===== config.mk =====
export PLATFORM = sky130hd
export DESIGN_NAME = tile_renderer
export DESIGN_NICKNAME = d
export VERILOG_FILES = /design/src/rtl/vga2048_pkg.sv /design/src/rtl/tile_palette.sv /design/src/rtl/tile_renderer.sv
export SDC_FILE = /design/constraint.sdc
export NUM_CORES = 1
export LEC_CHECK = 0
export BUFFER_PORTS_ARGS = -buffer_cell sky130_fd_sc_hd__buf_2
export CAP_MARGIN = 0
export CORE_ASPECT_RATIO = 1.4
export CORE_MARGIN = 4
export CORE_UTILIZATION = 45
export DETAILED_ROUTE_END_ITERATION = 8
export PLACE_DENSITY = 0.62
export SLEW_MARGIN = 20
export SYNTH_ARGS = -nofsm -noshare
export SYNTH_HDL_FRONTEND = slang
export SYNTH_HIERARCHICAL = 1
export SYNTH_SLANG_ARGS = --single-unit
export TNS_END_PERCENT = 5

===== constraint.sdc =====
create_clock -name clk -period 2 [get_ports clk]
set_input_delay 0.5 -clock clk [delete_from_list [all_inputs] [get_ports clk]]
set_output_delay 0.5 -clock clk [all_outputs]
set_load 0.05 [all_outputs]

===== src/rtl/vga2048_pkg.sv =====
// Shared constants and types for the VGA-2048 display path.
package vga2048_pkg;

  localparam int unsigned H0_DEF  = 260;
  localparam int unsigned V0_DEF  = 70;
  localparam int unsigned CELL    = 100;
  localparam int unsigned GAP_DEF = 4;

  localparam int unsigned EXP_W  = 4;
  localparam int unsigned ADDR_W = 4;
  localparam int unsigned TILES  = 16;

  localparam logic [7:0] FRAME_COLOR = 8'hB6;
  localparam logic [7:0] EMPTY_COLOR = 8'hDB;

  typedef enum logic {
    ST_IDLE,
    ST_PENDING
  } commit_state_e;

endpackage


===== src/rtl/tile_palette.sv =====
// Fixed exponent-to-colour lookup for 2048 tiles, RGB332 output.
module tile_palette
  import vga2048_pkg::*;
(
  input  logic [EXP_W-1:0] tile_exp,
  output logic [7:0]       color
);

  // NOTE: every output of an always_comb gets a default first so no path can infer a latch.
  always_comb begin
    color = 8'h49;
    case (tile_exp)
      4'd0:  color = EMPTY_COLOR;
      4'd1:  color = 8'hFC;
      4'd2:  color = 8'hF8;
      4'd3:  color = 8'hF4;
      4'd4:  color = 8'hEC;
      4'd5:  color = 8'hE4;
      4'd6:  color = 8'hE0;
      4'd7:  color = 8'hFD;
      4'd8:  color = 8'hF9;
      4'd9:  color = 8'hF5;
      4'd10: color = 8'hF1;
      4'd11: color = 8'hED;
      default: color = 8'h49;
    endcase
  end

endmodule


===== src/rtl/tile_renderer.sv =====
// Pixel-colour stage: double-buffered 4x4 board, frame-start commit, 2-cycle pixel pipeline.
module tile_renderer
  import vga2048_pkg::*;
#(
  parameter int unsigned H0  = H0_DEF,
  parameter int unsigned V0  = V0_DEF,
  parameter int unsigned GAP = GAP_DEF
) (
  input  logic              clk,
  input  logic              clr_n,
  input  logic [9:0]        count_h,
  input  logic [9:0]        count_v,
  input  logic [1:0]        num_h,
  input  logic [1:0]        num_v,
  input  logic              flag,
  input  logic              hsync_in,
  input  logic              vsync_in,
  input  logic              wr_en,
  input  logic [ADDR_W-1:0] wr_addr,
  input  logic [EXP_W-1:0]  wr_data,
  input  logic              commit_req,
  output logic              commit_ack,
  output logic              pending,
  output logic [7:0]        rgb,
  output logic              hsync_out,
  output logic              vsync_out
);

  localparam logic [10:0] H0_W   = 11'(H0);
  localparam logic [10:0] V0_W   = 11'(V0);
  localparam logic [10:0] GAP_W  = 11'(GAP);
  localparam logic [10:0] CELL_W = 11'(CELL);
  localparam logic [10:0] SPAN_W = 11'(4 * CELL);

  logic [EXP_W-1:0] shadow [TILES];
  logic [EXP_W-1:0] active [TILES];
  commit_state_e    state;
  logic             swap;

  assign swap       = (count_h == '0) && (count_v == '0) && (state == ST_PENDING);
  assign pending    = (state == ST_PENDING);
  assign commit_ack = swap;

  // NOTE: the banks are reset explicitly because the board must read all-empty straight out of reset.
  always_ff @(posedge clk or negedge clr_n) begin
    if (!clr_n) begin
      for (int i = 0; i < TILES; i++) begin
        shadow[i] <= '0;
        active[i] <= '0;
      end
    end else begin
      // NOTE: non-blocking here makes the swap copy the pre-write shadow even when wr_en hits the same cycle.
      if (wr_en) shadow[wr_addr] <= wr_data;
      if (swap) begin
        for (int i = 0; i < TILES; i++) active[i] <= shadow[i];
      end
    end
  end

  // A request landing on the swap cycle is dropped rather than queued.
  always_ff @(posedge clk or negedge clr_n) begin
    if (!clr_n) begin
      state <= ST_IDLE;
    end else begin
      case (state)
        ST_IDLE:    if (commit_req) state <= ST_PENDING;
        ST_PENDING: if (swap) state <= ST_IDLE;
        default:    state <= ST_IDLE;
      endcase
    end
  end

  logic [10:0] ch, cv, cell_x, cell_y;
  logic        in_tile_d;

  assign ch     = {1'b0, count_h};
  assign cv     = {1'b0, count_v};
  assign cell_x = H0_W + CELL_W * {9'b0, num_h};
  assign cell_y = V0_W + CELL_W * {9'b0, num_v};

  assign in_tile_d = (ch > cell_x + GAP_W) && (ch <= cell_x + CELL_W - GAP_W) &&
                     (cv > cell_y + GAP_W) && (cv <= cell_y + CELL_W - GAP_W) &&
                     (ch > H0_W) && (ch <= H0_W + SPAN_W) &&
                     (cv > V0_W) && (cv <= V0_W + SPAN_W);

  logic [ADDR_W-1:0] idx_q;
  logic              flag_q, in_tile_q, hs_q, vs_q;

  always_ff @(posedge clk or negedge clr_n) begin
    if (!clr_n) begin
      idx_q     <= '0;
      flag_q    <= 1'b0;
      in_tile_q <= 1'b0;
      hs_q      <= 1'b0;
      vs_q      <= 1'b0;
    end else begin
      idx_q     <= {num_v, num_h};
      flag_q    <= flag;
      in_tile_q <= in_tile_d;
      hs_q      <= hsync_in;
      vs_q      <= vsync_in;
    end
  end

  logic [EXP_W-1:0] tile_exp;
  logic [7:0]       tile_color, pix_d;

  assign tile_exp = active[idx_q];

  tile_palette u_palette (
    .tile_exp (tile_exp),
    .color    (tile_color)
  );

  always_comb begin
    pix_d = 8'h00;
    if (flag_q) begin
      if (!in_tile_q)           pix_d = FRAME_COLOR;
      else if (tile_exp == '0)  pix_d = EMPTY_COLOR;
      else                      pix_d = tile_color;
    end
  end

  always_ff @(posedge clk or negedge clr_n) begin
    if (!clr_n) begin
      rgb       <= 8'h00;
      hsync_out <= 1'b0;
      vsync_out <= 1'b0;
    end else begin
      rgb       <= pix_d;
      hsync_out <= hs_q;
      vsync_out <= vs_q;
    end
  end

endmodule


==> run summary, run 1 <==
## GRT
* antenna violations before repair: 0
* global routing usage summed across all routing layers: 0.1879
* via count of the first global-routing pass: 5218
* remaining global-route overflow: 0
* maximum number of pins on one net before global-route repair: 56
* wire length of the first global-routing pass: 26970 um

## Worst setup path
* endpoint type of the worst setup path: flop
* Worst Path Class, Setup: flop to flop
* Critical R2R Capture: rgb[7]
* Req. time, crit path: 2.36 ns
* capturing instance or port of the critical path: rgb[7]
* depth of the most critical reg-to-reg path: 9
* Setup crit start kind: flop
* Setup crit start: idx_q[0]
* Reg2Reg Launch Point: idx_q[0]
* critical path arrival: 2.70 ns
* slack of the worst reg-to-reg path: -0.34 ns
* largest fanout on the critical path: 8

## Logic synthesis
* Mapped Area: 7317 sq um
* Mean Syn Cell Area: 13.35 sq um
* top area cells in the synthesized netlist: dfrtp_1 (50%), mux2_2 (20%), ha_1 (8.2%), mux4_1 (2.5%), mux4_2 (2.5%)
* sequential area share after synthesis: 0.5027
* Warnings, synthesis: 6
* area fraction of the dominant cell type after synthesis: 0.5027
* leading cell type by number of instances after synthesis: dfrtp_1
* multiplexer fraction of the synthesized cell area: 0.2502
* number of distinct library cells after synthesis: 51
* number of synthesized register bits: 147
* most common flop cell mapped by yosys: dfrtp_1
* fraction of the mapped netlist area in compound gates: 0.04600
* post-synthesis adder-cell area fraction: 0.08208
* top cell types by occurrence after synthesis: dfrtp_1 (147), mux2_2 (128), ha_1 (48), nor2_1 (30), nand2_1 (21)
* dominant combinational cell family by area after synthesis: multiplexers
* gate count of the mapped netlist: 548
* share of flip-flops with an asynchronous set or reset: 1.000
* Post-Syn Nets: 635
* cell type with the highest aggregate area in the netlist: dfrtp_1
* number of synthesized flops with an enable pin: 0
* simple logic cell fraction of the synthesized area: 0.08499
* XOR/XNOR Fraction of Synth Area: 0.01077

## Drt
* highest signal layer in the routed design: met4
* Post-route DRC: 0
* Routed met3 length: 410 um
* vias post-DR: 4814
* Initial DRC Count: 178
* met1 wire length: 7100 um
* first-pass iteration count of the detailed router: 4
* Antenna Nets Post-Route: 0
* routed wire length per instance: 18.31 um
* detail-routed via count per cell: 5.421
* final WL: 16260 um
* met2 wire len: 8499 um

## Clock network
* clock latency at the later pin of the worst-skew pair: 0.42 ns
* clock tree from TritonCTS: built
* maximum count of clock buffers along a single path: 2
* number of clock sinks seen by CTS: 147
* register clock-pin slew on the reported worst setup and hold paths: 0.06 ns
* level count of the clock H-tree: 4
* CTS root buf: clkbuf_16
* total CTS buffers: 17

## Place
* Placed Instance Area: 8408 sq um
* placer's final routability congestion estimate: 0.8387
* port bufs: 50
* number of placed instances, taps included: 851
* dpl hpwl: 11700 um

## Die
* effective utilization at floorplan: 0.4648
* width of the die: 115.8 um
* Core Area: 15740 sq um
* Ports: 51
* Die Outline Area: 18390 sq um
* Core Rows: 54
* height of the die: 158.9 um

## Timing
* Max Transition Viols Final: 0
* worst clock skew: 0.01367 ns
* final setup TNS: -2.758 ns
* setup repair after global routing missed its margin: yes
* fin crit share: 1.169
* final critical delay including setup and external delays: 2.339 ns
* hold violation count in the final report: 0
* slack of the critical path: -0.3386 ns
* endpoints failing setup: 9
* max frequency: 0.4276 GHz

## Layout
* Antenna Cells: 0
* fraction of final layout cells with drive strength greater than 1: 0.4783
* final net count: 766
* final std cell area, no fill: 9253 sq um
* post-layout instance count excluding filler cells: 888
* post-route core utilization: 0.5877
* P&R area growth vs syn: 26.45%

## Pwr
* worst supply voltage drop on vdd: 0.0008094 V
* total power density per cell area: 853.9 nW/um^2
* Leak: 4.402 nW

## Status
* violations in the final reports: negative setup slack
* outcome: finished, violations left

## Run
* maxcap violations: 0

## Min path
* worst min-delay path category: input pin to flop

how the worst min path moves through the flow:
stage	startpoint	endpoint	cells past startpoint
after detailed placement	clr_n	shadow[7]	1
after CTS	vsync_in	vs_q	1
after global routing	vsync_in	vs_q	1
after floorplan	clr_n	active[0]	0
final	flag	flag_q	1
after global placement	clr_n	shadow[7]	1
power by group:
| part | total [W] | leakage, nW | switching [W] | internal, W |
|---|---|---|---|---|
| logic | 0.000943 | 2.17 | 0.000445 | 0.000498 |
| clock network | 0.00351 | 0.321 | 0.00116 | 0.00235 |
| registers | 0.00345 | 1.91 | 0.000152 | 0.00329 |
layer usage:
layer,global-route usage,vias up
li1,-,2265
met1,0.2458,2467
met2,0.3119,63
met3,0.04265,19
met4,0.05330,0
met5,0,-
through the flow:
step | power (W) | hold slack, ns | worst slack [ns]
after floorplan | 0.003999 | 0.2044 | -0.3212
after global placement | 0.004351 | 0.3329 | -0.5813
after detailed placement | 0.004412 | 0.3353 | -0.6570
after CTS | 0.007971 | 0.1725 | -0.3563
after global routing | 0.008263 | 0.1714 | -0.4201
final | 0.007901 | 0.1876 | -0.3386
area by class of cell:
type	instances	area (sq um)
sequential	147	3679
multi-input combinational	369	3646
fill	1270	6490
clock inverter	8	171.4
clock buffer	24	491.7
timing repair buffer	130	963.4
inverter	14	56.30
tap	196	245.2
flip-flops by register name (all words and copies together) (netlist names):
| name | count |
|---|---|
| vsync_out | 1 |
| active | 64 |
| hsync_out | 1 |
| rgb | 8 |
| shadow | 64 |
| vs_q | 1 |
| pending | 1 |
| hs_q | 1 |
| in_tile_q | 1 |
| idx_q | 4 |
| flag_q | 1 |
logic make-up after synthesis:
| logic type | after synthesis |
|---|---|
| buffers and inverters | 32 |
| other | 1 |
| AND/OR/NAND/NOR | 115 |
| flip-flops | 147 |
| AO/OA/AOI/OAI | 52 |
| adder cells (fa/ha/maj) | 48 |
| multiplexers | 144 |
| XOR/XNOR | 9 |
worst max-delay path, stage by stage, from the launching register on:
cell      delay [ns]
dfrtp_1         0.38
buf_12          0.16
buf_12          0.12
mux4_2          0.51
a22oi_2         0.19
buf_4           0.15
nand3_4         0.08
nor4_4          0.36
nand2b_4        0.20
o21a_1          0.12
layout by cell type (no fill, tap or decap), types with 6 or more instances in the layout:
cell       count
mux4_2        11
inv_1         11
ha_1          43
buf_4         71
nor3_1         6
mux2_2       128
clkbuf_16     17
a21oi_1        9
nand2_1       20
nand3_1       11
buf_2         47
nand2b_1       7
nor2_1        29
o21ai_0        9
buf_12         7
dfrtp_1      147
repair_timing:
| item | CTS | global route |
|---|---|---|
| pin swaps | 6 | 10 |
| resized for setup | 15 | 20 |
| setup endpoints to repair | 73 | 73 |
| setup buffers | 1 | 3 |
| endpoints found under the hold margin | 12 | 0 |
| hold buffers | 1 | 0 |
No activity file was read; power rests on OpenSTA's default activity.
==> run 2: changes to the inputs <==
--- a/config.mk
+++ b/config.mk
@@ -11,7 +11,6 @@
 export CORE_MARGIN = 4
 export CORE_UTILIZATION = 45
 export DETAILED_ROUTE_END_ITERATION = 8
-export PLACE_DENSITY = 0.62
 export SLEW_MARGIN = 20
 export SYNTH_ARGS = -nofsm -noshare
 export SYNTH_HDL_FRONTEND = slang
==> constraint.sdc (replaced) <==
create_clock -name clk -period 2 [get_ports clk]
set_input_delay 0.5 -clock clk [delete_from_list [all_inputs] [get_ports clk]]
set_output_delay 0.5 -clock clk [all_outputs]
set_load 0.1 [all_outputs]
==> run summary, run 2 (same netlist as run 1, synthesis figures left out) <==
## Worst setup path
* slowest stage cell, crit path: mux4_2
* ordered list of cells on the worst path: buf_12, buf_6, mux4_2, nand3_2, nand3_2, buf_6, nor4_4, nand2b_4, o21a_1
* capturing instance or port of the critical path: rgb[4]
* Reg2Reg Launch Point: idx_q[0]
* Critical R2R Capture: rgb[4]
* largest fanout on the critical path: 7, -1
* Setup crit start kind: flop
* cell family contributing the most delay on the critical path: simple AND/OR/NAND/NOR gates
* Req. time, crit path: 2.36 ns, about the same
* worst path buffer plus inverter count: 3, unchanged
* depth of the most critical reg-to-reg path: 9, unchanged
* Critical Path Stages: 9, unchanged
* slack of the worst reg-to-reg path: -0.28 ns, +0.06 ns
* critical path arrival: 2.63 ns, -0.07 ns
* Setup crit start: idx_q[0]
* Largest stage delay, worst path: 0.54 ns, +0.03 ns
* Worst Path Class, Setup: flop to flop
* endpoint type of the worst setup path: flop

## Layout
* P&R area growth vs syn: 27.43%
* fraction of final layout cells with drive strength greater than 1: 0.5000, +0.02168
* post-layout instance count excluding filler cells: 896, +0.90%
* final std cell area, no fill: 9324 sq um, +0.77%
* # fillers: 1316, +3.6%
* Top Registers: active x64, shadow x64, rgb x8
* most common library cell in the layout ignoring fill and taps: dfrtp_1
* area of combinational cells with multiple inputs: 3649 sq um, about the same
* Antenna Cells: 0, unchanged
* final net count: 774, +1.0%
* combined flip-flop and latch cell area: 3684 sq um, +0.14%
* highest-count cells in the layout ignoring fill and taps: dfrtp_1 (145), mux2_2 (128), buf_4 (69)

## Timing
* worst clock skew: 0.01040 ns, -0.003272 ns
* final critical delay including setup and external delays: 2.277 ns, -0.06125 ns
* fin crit share: 1.139, -0.03063
* endpoints failing setup: 9, unchanged
* max frequency: 0.4391 GHz, +2.7%
* setup repair after global routing missed its margin: yes
* Max Transition Viols Final: 0, unchanged
* final worst hold slack: 0.1859 ns, -0.001693 ns
* final setup TNS: -2.240 ns, +0.5183 ns
* hold violation count in the final report: 0, unchanged
* slack of the critical path: -0.2774 ns, +0.06125 ns

## Place
* Placed Instance Area: 8496 sq um, +1.0%
* dpl hpwl: 12030 um, +2.8%
* placer's final routability congestion estimate: 0.9013, +7.5%
* number of placed instances, taps included: 855, +0.47%
* port bufs: 50, unchanged

## Die
* height of the die: 158.9 um, unchanged
* Core Area: 15740 sq um, unchanged
* Die Outline Area: 18390 sq um, unchanged
* Ports: 51, unchanged
* width of the die: 115.8 um, unchanged
* effective utilization at floorplan: 0.4648, unchanged
* Core Rows: 54, unchanged

## Clock network
* total CTS buffers: 17, unchanged
* clock tree from TritonCTS: built
* register clock-pin slew on the reported worst setup and hold paths: 0.07 ns, about the same
* number of clock sinks seen by CTS: 147, unchanged
* level count of the clock H-tree: 4, unchanged
* CTS root buf: clkbuf_16
* maximum count of clock buffers along a single path: 2, unchanged
* clock latency at the later pin of the worst-skew pair: 0.42 ns, about the same

## Drt
* Antenna Nets Post-Route: 0, unchanged
* Post-route DRC: 0, unchanged
* vias post-DR: 4810, -0.083%
* routed wire length per instance: 18.73 um, +2.3%
* first-pass iteration count of the detailed router: 4, unchanged
* Initial DRC Count: 187, +5.1%
* detail-routed via count per cell: 5.368, -0.98%
* final WL: 16780 um, +3.2%

## Pwr
* Leak: 4.425 nW, +0.53%
* worst supply voltage drop on vdd: 0.0006349 V, -22%
* total power density per cell area: 812.2 nW/um^2, -4.9%

## GRT
* antenna violations before repair: 0, unchanged
* maximum number of pins on one net before global-route repair: 45, -20%
* wire length of the first global-routing pass: 27990 um, +3.8%
* remaining global-route overflow: 0, unchanged
* via count of the first global-routing pass: 5372, +3.0%
* global routing usage summed across all routing layers: 0.1932, +0.005224

## Status
* outcome: finished, violations left
* violations in the final reports: negative setup slack

## Min path
* worst min-delay path category: input pin to flop

## Run
* maxcap violations: 0, unchanged

## run 2: report_power, final
part / switching [W] / internal, W / leakage [nW]
clock network: 0.00135 / 0.00176 / 0.282
registers: 0.000154 / 0.00329 / 1.91
logic: 0.000491 / 0.000527 / 2.24
## run 2: routing by layer
| metal | GRT usage | part of all wire | wire length [um] |
|---|---|---|---|
| met2 | 0.3347 | 0.53 | 8976 |
| met3 | 0.03275 | 0.025 | 415 |
| met1 | 0.2454 | 0.42 | 7130 |
| met4 | 0.05646 | 0.015 | 257 |
| met5 | 0 | 0 | 0 |
## run 2: area by class of cell
class | instances | area share
clock buffer | 18 | 0.04603
clock inverter | 14 | 0.01583
inverter | 14 | 0.006307
multi-input combinational | 369 | 0.3913
sequential | 147 | 0.3951
tap | 196 | 0.02630
timing repair buffer | 138 | 0.1192
## run 2: worst register-to-register path: stages (launching register included)
cell and delay [ns]:
dfrtp_2 0.41, buf_12 0.16, buf_6 0.11, mux4_2 0.54
nand3_2 0.11, nand3_2 0.10, buf_6 0.15, nor4_4 0.33
nand2b_4 0.20, o21a_1 0.12
## run 2: how the worst min path moves through the flow
stage          startpoint   endpoint  slack, ns  cells after the start
6_report         hsync_in       hs_q       0.19                      1
5_1_grt          hsync_in       hs_q       0.17                      1
4_1_cts              flag     flag_q       0.17                      1
3_5_place_dp         vs_q  vsync_out       0.35                      0
3_3_place_gp         hs_q  hsync_out       0.33                      0
2_1_floorplan       clr_n  active[0]       0.20                      0
## run 2: repair_timing
item | in CTS | in global routing
pin swaps | 12 | 21
endpoints found under the hold margin | 25 | 0
setup buffers | 4 | 5
hold buffers | 1 | 0
gates cloned | 1 | 0
setup endpoints to repair | 9 | 73
gates resized for setup | 19 | 34
## run 2: through the flow
| step | power [W] | utilization | worst slack [ns] |
|---|---|---|---|
| 5_1_grt | 0.007905 | 0.5923 | -0.3870 |
| 3_3_place_gp | 0.004411 | 0.5397 | -0.5516 |
| 6_report | 0.007572 | 0.5923 | -0.2774 |
| 3_5_place_dp | 0.004468 | 0.5397 | -0.6235 |
| 4_1_cts | 0.007611 | 0.5856 | -0.3640 |
| 2_1_floorplan | 0.004033 | - | -0.5444 |
